[src/rtl/rv_lsu.sv]
// rv_lsu -- load/store unit of the RV32IM core.
//
// Takes one load or store at a time from the execute stage and issues it to
// the data port of rv_memory_unit over a valid/ready handshake. The memory
// has no byte enables, so byte and half-word stores are done as a
// read-modify-write: read the word, merge the new lane(s), write it back.
// Loaded bytes and half-words are extracted and sign- or zero-extended.
// Misaligned accesses and illegal funct3 values complete immediately with
// resp_err_o and never touch memory.
//
// Ports:
//   clk_i, arst_i            clock, asynchronous active-high reset
//   req_valid_i/req_ready_o  request handshake (ready only when idle)
//   req_we_i                 1 = store, 0 = load
//   req_funct3_i             RISC-V funct3 (access size and signedness)
//   req_addr_i               byte address
//   req_wdata_i              store data (rs2)
//   resp_valid_o             one-cycle completion pulse
//   resp_rdata_o             extended load data (0 for stores and errors)
//   resp_err_o               misaligned / illegal funct3, valid with resp_valid_o
//   mem_valid_o/mem_ready_i  data port handshake
//   mem_addr_o               word index (WORD_ADDR=1) or word-aligned byte address
//   mem_wdata_o, mem_write_o write data and direction, held for the whole access
//   mem_rdata_i              read data, sampled in the ready cycle
module rv_lsu #(
  parameter int XLEN      = 32,
  parameter bit WORD_ADDR = 1'b1
) (
  input  logic            clk_i,
  input  logic            arst_i,
  input  logic            req_valid_i,
  output logic            req_ready_o,
  input  logic            req_we_i,
  input  logic [2:0]      req_funct3_i,
  input  logic [XLEN-1:0] req_addr_i,
  input  logic [XLEN-1:0] req_wdata_i,
  output logic            resp_valid_o,
  output logic [XLEN-1:0] resp_rdata_o,
  output logic            resp_err_o,
  output logic            mem_valid_o,
  input  logic            mem_ready_i,
  output logic [XLEN-1:0] mem_addr_o,
  output logic [XLEN-1:0] mem_wdata_o,
  output logic            mem_write_o,
  input  logic [XLEN-1:0] mem_rdata_i
);

  localparam int NUM_LANES = XLEN / 8;

  typedef enum logic [1:0] {
    IDLE  = 2'd0,
    READ  = 2'd1,
    WRITE = 2'd2,
    DONE  = 2'd3
  } state_t;

  state_t state_reg, state_next;

  // Request fields latched at acceptance. Only the low address bits and the
  // low half of the store data are needed after acceptance: the word address
  // goes straight into mem_addr_reg and a full-word store's data straight
  // into mem_wdata_reg.
  logic            we_reg;
  logic [2:0]      funct3_reg;
  logic [1:0]      addr_lo_reg;
  logic [15:0]     wdata_lo_reg;
  logic            err_reg;
  logic [XLEN-1:0] rdata_reg;
  logic [XLEN-1:0] mem_addr_reg;
  logic [XLEN-1:0] mem_wdata_reg;
  logic            mem_write_reg;

  logic            req_accept;
  logic            req_legal;
  logic            req_misaligned;
  logic            req_err;
  logic            req_is_sw;
  logic [XLEN-1:0] req_mem_addr;
  logic [7:0]      load_byte;
  logic [15:0]     load_half;
  logic            load_sign;
  logic [XLEN-1:0] load_data;
  logic [XLEN-1:0] merged_wdata;

  // ---------------------------------------------------------------- decode
  assign req_accept = req_valid_i && (state_reg == IDLE);

  always_comb begin
    req_legal = 1'b0;
    if (req_we_i) begin
      req_legal = req_funct3_i inside {3'b000, 3'b001, 3'b010};
    end else begin
      req_legal = req_funct3_i inside {3'b000, 3'b001, 3'b010, 3'b100, 3'b101};
    end
  end

  assign req_misaligned = ((req_funct3_i[1:0] == 2'b01) && req_addr_i[0]) ||
                          ((req_funct3_i[1:0] == 2'b10) && (req_addr_i[1:0] != 2'b00));
  assign req_err        = !req_legal || req_misaligned;
  // A legal full-word store skips the read and goes straight to WRITE.
  assign req_is_sw      = req_we_i && (req_funct3_i == 3'b010) && !req_err;
  assign req_mem_addr   = WORD_ADDR ? (req_addr_i >> 2) : {req_addr_i[XLEN-1:2], 2'b00};

  // ---------------------------------------------------------- load extract
  assign load_byte = mem_rdata_i[{addr_lo_reg, 3'b000} +: 8];
  assign load_half = addr_lo_reg[1] ? mem_rdata_i[16 +: 16] : mem_rdata_i[0 +: 16];

  always_comb begin
    load_sign = 1'b0;
    load_data = mem_rdata_i;
    case (funct3_reg[1:0])
      2'b00: begin
        load_sign = !funct3_reg[2] && load_byte[7];
        load_data = {{(XLEN-8){load_sign}}, load_byte};
      end
      2'b01: begin
        load_sign = !funct3_reg[2] && load_half[15];
        load_data = {{(XLEN-16){load_sign}}, load_half};
      end
      default: load_data = mem_rdata_i;
    endcase
  end

  // -------------------------------------------------- RMW lane merge
  // funct3_reg[0] separates SH (two lanes picked by addr[1]) from SB (one
  // lane picked by addr[1:0]). A half-word store puts its low byte in the
  // even lane and its high byte in the odd lane.
  for (genvar gi = 0; gi < NUM_LANES; gi++) begin : g_lane
    logic       lane_sel;
    logic [7:0] store_byte;

    assign lane_sel   = funct3_reg[0] ? (addr_lo_reg[1] == 1'(gi / 2))
                                      : (addr_lo_reg == 2'(gi));
    assign store_byte = funct3_reg[0] ? wdata_lo_reg[8*(gi % 2) +: 8]
                                      : wdata_lo_reg[7:0];
    assign merged_wdata[8*gi +: 8] = lane_sel ? store_byte : mem_rdata_i[8*gi +: 8];
  end

  // ------------------------------------------------------ state register
  always_ff @(posedge clk_i or posedge arst_i) begin
    if (arst_i) begin
      state_reg     <= IDLE;
      we_reg        <= 1'b0;
      funct3_reg    <= 3'b000;
      addr_lo_reg   <= 2'b00;
      wdata_lo_reg  <= '0;
      err_reg       <= 1'b0;
      rdata_reg     <= '0;
      mem_addr_reg  <= '0;
      mem_wdata_reg <= '0;
      mem_write_reg <= 1'b0;
    end else begin
      state_reg <= state_next;
      case (state_reg)
        IDLE: begin
          if (req_accept) begin
            we_reg        <= req_we_i;
            funct3_reg    <= req_funct3_i;
            addr_lo_reg   <= req_addr_i[1:0];
            wdata_lo_reg  <= req_wdata_i[15:0];
            err_reg       <= req_err;
            mem_addr_reg  <= req_mem_addr;
            mem_write_reg <= req_is_sw;
            if (req_is_sw) begin
              mem_wdata_reg <= req_wdata_i;
            end
            if (req_err) begin
              rdata_reg <= '0;
            end
          end
        end
        READ: begin
          if (mem_ready_i) begin
            if (we_reg) begin
              // Direction flips only after the read's ready cycle.
              mem_wdata_reg <= merged_wdata;
              mem_write_reg <= 1'b1;
            end else begin
              rdata_reg <= load_data;
            end
          end
        end
        WRITE: begin
          if (mem_ready_i) begin
            mem_write_reg <= 1'b0;
            rdata_reg     <= '0;
          end
        end
        default: ;
      endcase
    end
  end

  // ------------------------------------------- next state and outputs
  always_comb begin
    state_next   = state_reg;
    req_ready_o  = 1'b0;
    resp_valid_o = 1'b0;
    resp_err_o   = 1'b0;
    mem_valid_o  = 1'b0;
    case (state_reg)
      IDLE: begin
        req_ready_o = 1'b1;
        if (req_accept) begin
          if (req_err) begin
            state_next = DONE;
          end else if (req_is_sw) begin
            state_next = WRITE;
          end else begin
            state_next = READ;
          end
        end
      end
      READ: begin
        // Valid drops in the ready cycle so the responder cannot re-arm on a
        // level-sensitive valid.
        mem_valid_o = !mem_ready_i;
        if (mem_ready_i) begin
          state_next = we_reg ? WRITE : DONE;
        end
      end
      WRITE: begin
        mem_valid_o = !mem_ready_i;
        if (mem_ready_i) begin
          state_next = DONE;
        end
      end
      DONE: begin
        resp_valid_o = 1'b1;
        resp_err_o   = err_reg;
        state_next   = IDLE;
      end
      default: state_next = IDLE;
    endcase
  end

  assign resp_rdata_o = rdata_reg;
  assign mem_addr_o   = mem_addr_reg;
  assign mem_wdata_o  = mem_wdata_reg;
  assign mem_write_o  = mem_write_reg;

endmodule

[config.mk]
export PLATFORM = sky130hd
export DESIGN_NAME = rv_lsu
export DESIGN_NICKNAME = d
export VERILOG_FILES = /design/src/rtl/rv_lsu.sv
export SDC_FILE = /design/constraint.sdc
export NUM_CORES = 1
export LEC_CHECK = 0
export ABC_AREA = 1
export CAP_MARGIN = 20
export CORE_MARGIN = 2
export CORE_UTILIZATION = 44
export DETAILED_ROUTE_END_ITERATION = 10
export PLACE_DENSITY = 0.78
export SLEW_MARGIN = 10
export SYNTH_ARGS = -nofsm -noshare
export SYNTH_HDL_FRONTEND = slang
export SYNTH_SLANG_ARGS = --single-unit
[constraint.sdc]
create_clock -name clk_i -period 5.8 [get_ports clk_i]
set_input_delay 1.16 -clock clk_i [delete_from_list [all_inputs] [get_ports clk_i]]
set_output_delay 1.16 -clock clk_i [all_outputs]
set_load 0.01 [all_outputs]
# Word level (Yosys, flattened, before mapping)

Cells that the tools add are included.

Register bits after elaboration: 120
Input bits: 104
Output and inout port bits: 101
Word-level logic and storage cells: 99

Eq/ne operators: 20
Shift-type cells: 1
Muxes and demuxes: 39
Bitwise operators: 1
Reduce and logical (&&, ||, !) cells: 28

Operators by type and width:

| cell                                                                  | count |
|---|---|
| 32-bit 2-to-1 mux                                                     | 9 |
| 32-bit one-hot mux with 2 select lines                                | 2 |
| 32-bit one-hot mux with 3 select lines                                | 1 |
| 8-bit 2-to-1 mux                                                      | 5 |
| 32-bit by 6-bit variable part select with 8-bit output                | 1 |
| 16-bit 2-to-1 mux                                                     | 1 |
| 1-bit 2-to-1 mux                                                      | 14 |
| 2-bit != test, second input constant                                  | 7 |
| 2-bit equality test, second input constant                            | 5 |
| 2-bit 2-to-1 mux                                                      | 5 |
| 5-bit AND reduction                                                   | 2 |
| 2-bit by 1-bit equality test with 1-bit output, second input constant | 4 |
| 2-bit one-hot mux with 4 select lines                                 | 1 |
| 1-bit logical AND                                                     | 7 |
| 3-bit equality test, second input constant                            | 2 |
| 2-bit logical NOT                                                     | 3 |
| 6-bit AND reduction                                                   | 1 |
| 3-bit nonzero test                                                    | 2 |
| 5-bit nonzero test                                                    | 1 |
| 1-bit logical NOT                                                     | 4 |
| 2-bit nonzero test                                                    | 2 |
| 3-bit by 1-bit equality test with 1-bit output, second input constant | 1 |
| 3-bit by 2-bit equality test with 1-bit output, second input constant | 1 |
| 3-bit logical NOT                                                     | 1 |
| 6 further kinds                                                       | 7 |

# Logic depth before layout (Yosys ltp)

Depth in word-level cells: 11
Mapped depth: 11
Mapped depth without buffers: 9

# Least setup slack after synthesis

OpenSTA, ideal clock, no wires.

Path type: input -> output
Start: input port mem_ready_i
End: output port mem_valid_o
Arrival time: 1.329 ns
Data required time: 4.640 ns
Slack: 3.311 ns
Stages: 1
Path buffers: 0
Cell sequence: nor2_1

Longest elaborated chain between the ends: 2

RTL lines:

| item               | line     | source |
|---|---|---|
| start: declaration | 41       | `input logic mem_ready_i,` |
| 1-bit logical NOT  | 217, 223 |  |
| 1-bit 2-to-1 mux   | -        |  |
| end: declaration   | 40       | `output logic mem_valid_o,` |

Every way passes these cells.

# Worst setup path in the final report

Same ends and word-level chain as after synthesis.

==> impl_results.md <==
- Number of warning messages in the yosys log: 0
- Share of the yosys chip area belonging to registers: 0.494
- Overall overflow remaining after global route: 0
- CTS max path bufs: 2
- Endpoints failing setup: 0
- Final Wtd Congestion: 0.935
- Synth async-reset ratio: 1.00
- Most area-hungry cell type in the Yosys netlist: sky130_fd_sc_hd__dfrtp_1
- Crit path DAT: 2.21 ns
- Total GRT Usage: 0.271
- Clock network latency to the later pin of the worst-skew pair: 0.43 ns
- Number of buffers added on ports: 202
- Antenna diode instance count: 0
- Sinks on the clock net: 120
- Cells after synthesis: 803
- Post-layout worst setup margin: 2.43 ns
- Shortest period the worst path allows: 3.37 ns
- Number of clock buffers inserted by TritonCTS: 17
- Wire length of the first global-routing pass: 30500 um
- Post-cts resize count: 0
- Number of levels in the clock H-tree: 4
- Pin count of the biggest net entering global routing: 72
- FMAX: 296 MHz
- Number of buffers inserted for hold repair after clock tree synthesis: 0
- Final setup skew: 0.0108 ns
- Worst Path Max Fanout: 2
- Number of nets in the layout: 1100
- Worst setup slack after placement: 2.11 ns
- Synthesis-to-finish area growth: 43.9%
- TritonCTS clock tree: yes
- Kind of critical path: input port to output port
- Worst Path Required: 4.64 ns
- Max Slew Vio Count: 0
- Final Total Pwr: 4.96 mW
- Std-Cell Rows: 42
- Post-synth EDFFs: 0
- Die height: 122 um
- Hpwl dp: 14100 um
- Ratio of routed vias to standard cells: 5.13
- Clock slew at the register clock pins of the worst setup and hold paths: 0.05 ns
- Type of the most critical hold path: flop to flop
- Post-CTS setup buffer count: 0
- Top cells by area, synth: sky130_fd_sc_hd__dfrtp_1 49%, sky130_fd_sc_hd__nand2_1 24%, sky130_fd_sc_hd__o21ai_0 5.8%
- Tcrit/Tclk final: 0.582
- Count of boundary I/O pins: 205
- Flip-flop and latch count after synthesis: 120
- Layout filler cell count: 1158
- Main flop type after synthesis: sky130_fd_sc_hd__dfrtp_1
- Critical path launch point type: input port
- Category of the worst setup path capture point: output port
- Static leakage: 4.18 nW
- Starting utilization of the core area: 0.455
- Worst Tran Pin Value: 0.906 ns
- Antenna-violating nets left: 0
- Number of antenna violations at the first check in global routing: 1
- Total Routed Length: 19100 um
- Relative max-transition margin: 0.396
- Die width: 122 um
- Power density over cell area: 567 mW/mm^2
- Post-route DRC violation count: 0
- Fraction of post-synthesis cell area in the top cell type by area: 0.494
- Maximum resistive drop on vdd: 311 uV
- Unrepaired setup endpoints after global routing: false
- CTS Root Buffer Type: sky130_fd_sc_hd__clkbuf_16
- Count of vias placed by the detailed router: 6058
- Final hold violation count: 0
- Vias in the first global route: 5938
- Status: finished clean
- Final setup TNS: 0 ns
- Number of library cell types mapped by synthesis: 33
- Detail-routed net length per standard cell: 16.2 um
- Synthesized area per cell: 7.57 um^2
- Post-synth design cell area: 0.00608 mm^2
- Share of post-route cells with drive strength above 1: 0.0697
- Die ar.: 0.0148 mm^2
- First-pass iteration count of the detailed router: 6
- Utilization of the core after routing: 0.655
- Max-cap check violation count: 0
- Floorplan Core Area: 0.0133 mm^2
- Iteration-0 DRC Markers: 481
metrics by stage:
step / hold WS, ns / cell area [um^2] / instances
final: 0.475 / 8740 / 1181
after global routing: 0.491 / 8740 / 1181
after CTS: 0.480 / 8740 / 1181
after detailed placement: 0.465 / 8150 / 1149
after global placement: 0.463 / 8150 / 1149
after floorplan: 0.449 / 6080 / 804
worst paths after layout:
path / from / endpoint / slack, ns / depth (start not counted)
worst max-delay path: mem_ready_i / mem_valid_o / 2.43 / 3
worst min-delay path: resp_rdata_o[24] / resp_rdata_o[24] / 0.48 / 2
worst max register to register: state_reg[1] / resp_rdata_o[4] / 2.94 / 10
worst min register to register: resp_rdata_o[24] / resp_rdata_o[24] / 0.48 / 2
max in group asynchronous: arst_i / addr_lo_reg[1] / 3.66 / 3
min in group asynchronous: arst_i / mem_wdata_o[0] / 1.08 / 2
per-layer routing:
metal	track usage	wire length (um)	vias up
li1	-	-	2951
met1	0.347	7950	2803
met2	0.413	8480	269
met3	0.100	2170	35
met4	0.121	501	0
met5	0	0	-
placed cells by master (no fill, tap or decap):
cell type | Yosys | routed
sky130_fd_sc_hd__clkbuf_8 | 0 | 5
sky130_fd_sc_hd__nand2_2 | 2 | 2
sky130_fd_sc_hd__bufinv_16 | 0 | 2
sky130_fd_sc_hd__nor2_2 | 3 | 3
sky130_fd_sc_hd__o21ai_0 | 70 | 70
sky130_fd_sc_hd__nor3_2 | 1 | 1
sky130_fd_sc_hd__conb_1 | 1 | 2
sky130_fd_sc_hd__o22ai_1 | 2 | 2
sky130_fd_sc_hd__clkdlybuf4s50_1 | 0 | 202
sky130_fd_sc_hd__o211ai_1 | 3 | 3
sky130_fd_sc_hd__nor2_1 | 9 | 9
sky130_fd_sc_hd__nand4_4 | 1 | 1
sky130_fd_sc_hd__ha_1 | 4 | 3
sky130_fd_sc_hd__dfrtp_1 | 120 | 120
sky130_fd_sc_hd__or2_2 | 7 | 7
sky130_fd_sc_hd__nand2_1 | 385 | 385
sky130_fd_sc_hd__a31oi_1 | 1 | 1
sky130_fd_sc_hd__o21ai_2 | 3 | 3
sky130_fd_sc_hd__nor2_4 | 4 | 4
sky130_fd_sc_hd__inv_2 | 3 | 3
sky130_fd_sc_hd__nand3_4 | 1 | 1
sky130_fd_sc_hd__nand3_2 | 4 | 4
sky130_fd_sc_hd__clkinv_2 | 0 | 5
sky130_fd_sc_hd__nand2_4 | 1 | 1
sky130_fd_sc_hd__inv_1 | 31 | 30
sky130_fd_sc_hd__clkinvlp_4 | 0 | 1
sky130_fd_sc_hd__clkbuf_1 | 9 | 2
sky130_fd_sc_hd__o21ai_1 | 27 | 27
sky130_fd_sc_hd__a21oi_1 | 8 | 8
sky130_fd_sc_hd__ha_2 | 0 | 1
sky130_fd_sc_hd__clkinv_1 | 1 | 1
sky130_fd_sc_hd__buf_4 | 4 | 6
sky130_fd_sc_hd__a211oi_2 | 1 | 1
sky130_fd_sc_hd__clkbuf_16 | 0 | 17
sky130_fd_sc_hd__nand3_1 | 68 | 68
sky130_fd_sc_hd__inv_4 | 1 | 2
sky130_fd_sc_hd__a22oi_1 | 2 | 2
worst max-delay path, cell delays in order:
cell                              delay [ns]
sky130_fd_sc_hd__clkdlybuf4s50_1        0.42
sky130_fd_sc_hd__nor2_1                 0.10
sky130_fd_sc_hd__clkdlybuf4s50_1        0.53
kinds of logic (layout without fill, tap and decap cells):
logic type | after synthesis | count (layout) | synth area share
adders and majority gates | 4 | 4 | 0.00824
AOI/OAI and AO/OA | 117 | 117 | 0.102
and+or+nand+nor | 486 | 486 | 0.336
DFF | 120 | 120 | 0.494
buffers and inverters | 75 | 276 | 0.0593
other | 1 | 2 | 0.000617
Yosys cell counts (3+ instances only):
cell and instances:
sky130_fd_sc_hd__nand2_1 385, sky130_fd_sc_hd__dfrtp_1 120, sky130_fd_sc_hd__o21ai_0 70, sky130_fd_sc_hd__nand3_1 68, sky130_fd_sc_hd__inv_1 31, sky130_fd_sc_hd__o21ai_1 27
sky130_fd_sc_hd__buf_2 19, sky130_fd_sc_hd__clkbuf_1 9, sky130_fd_sc_hd__nor2_1 9, sky130_fd_sc_hd__a21oi_1 8, sky130_fd_sc_hd__or2_2 7, sky130_fd_sc_hd__buf_6 5
sky130_fd_sc_hd__buf_4 4, sky130_fd_sc_hd__ha_1 4, sky130_fd_sc_hd__nand3_2 4, sky130_fd_sc_hd__nor2_4 4, sky130_fd_sc_hd__inv_2 3, sky130_fd_sc_hd__nor2_2 3
sky130_fd_sc_hd__o211ai_1 3, sky130_fd_sc_hd__o21ai_2 3
power breakdown:
group / leakage, nW / internal [mW] / switching (mW)
Clock: 0.296 / 0.685 / 0.370
Sequential: 1.52 / 1.21 / 0.285
Combinational: 2.36 / 1.02 / 1.38
Total: 4.18 / 2.92 / 2.04
layout make-up:
type,instances,area [um^2],area share
timing repair buffer,208,2070,0.236
clock buffer,24,502,0.0574
sequential,120,3000,0.343
multi-input combinational,609,2720,0.311
clock inverter,8,92.6,0.0106
inverter,36,140,0.0160
tap,176,220,0.0252
Power figures use the tool's default switching activity.
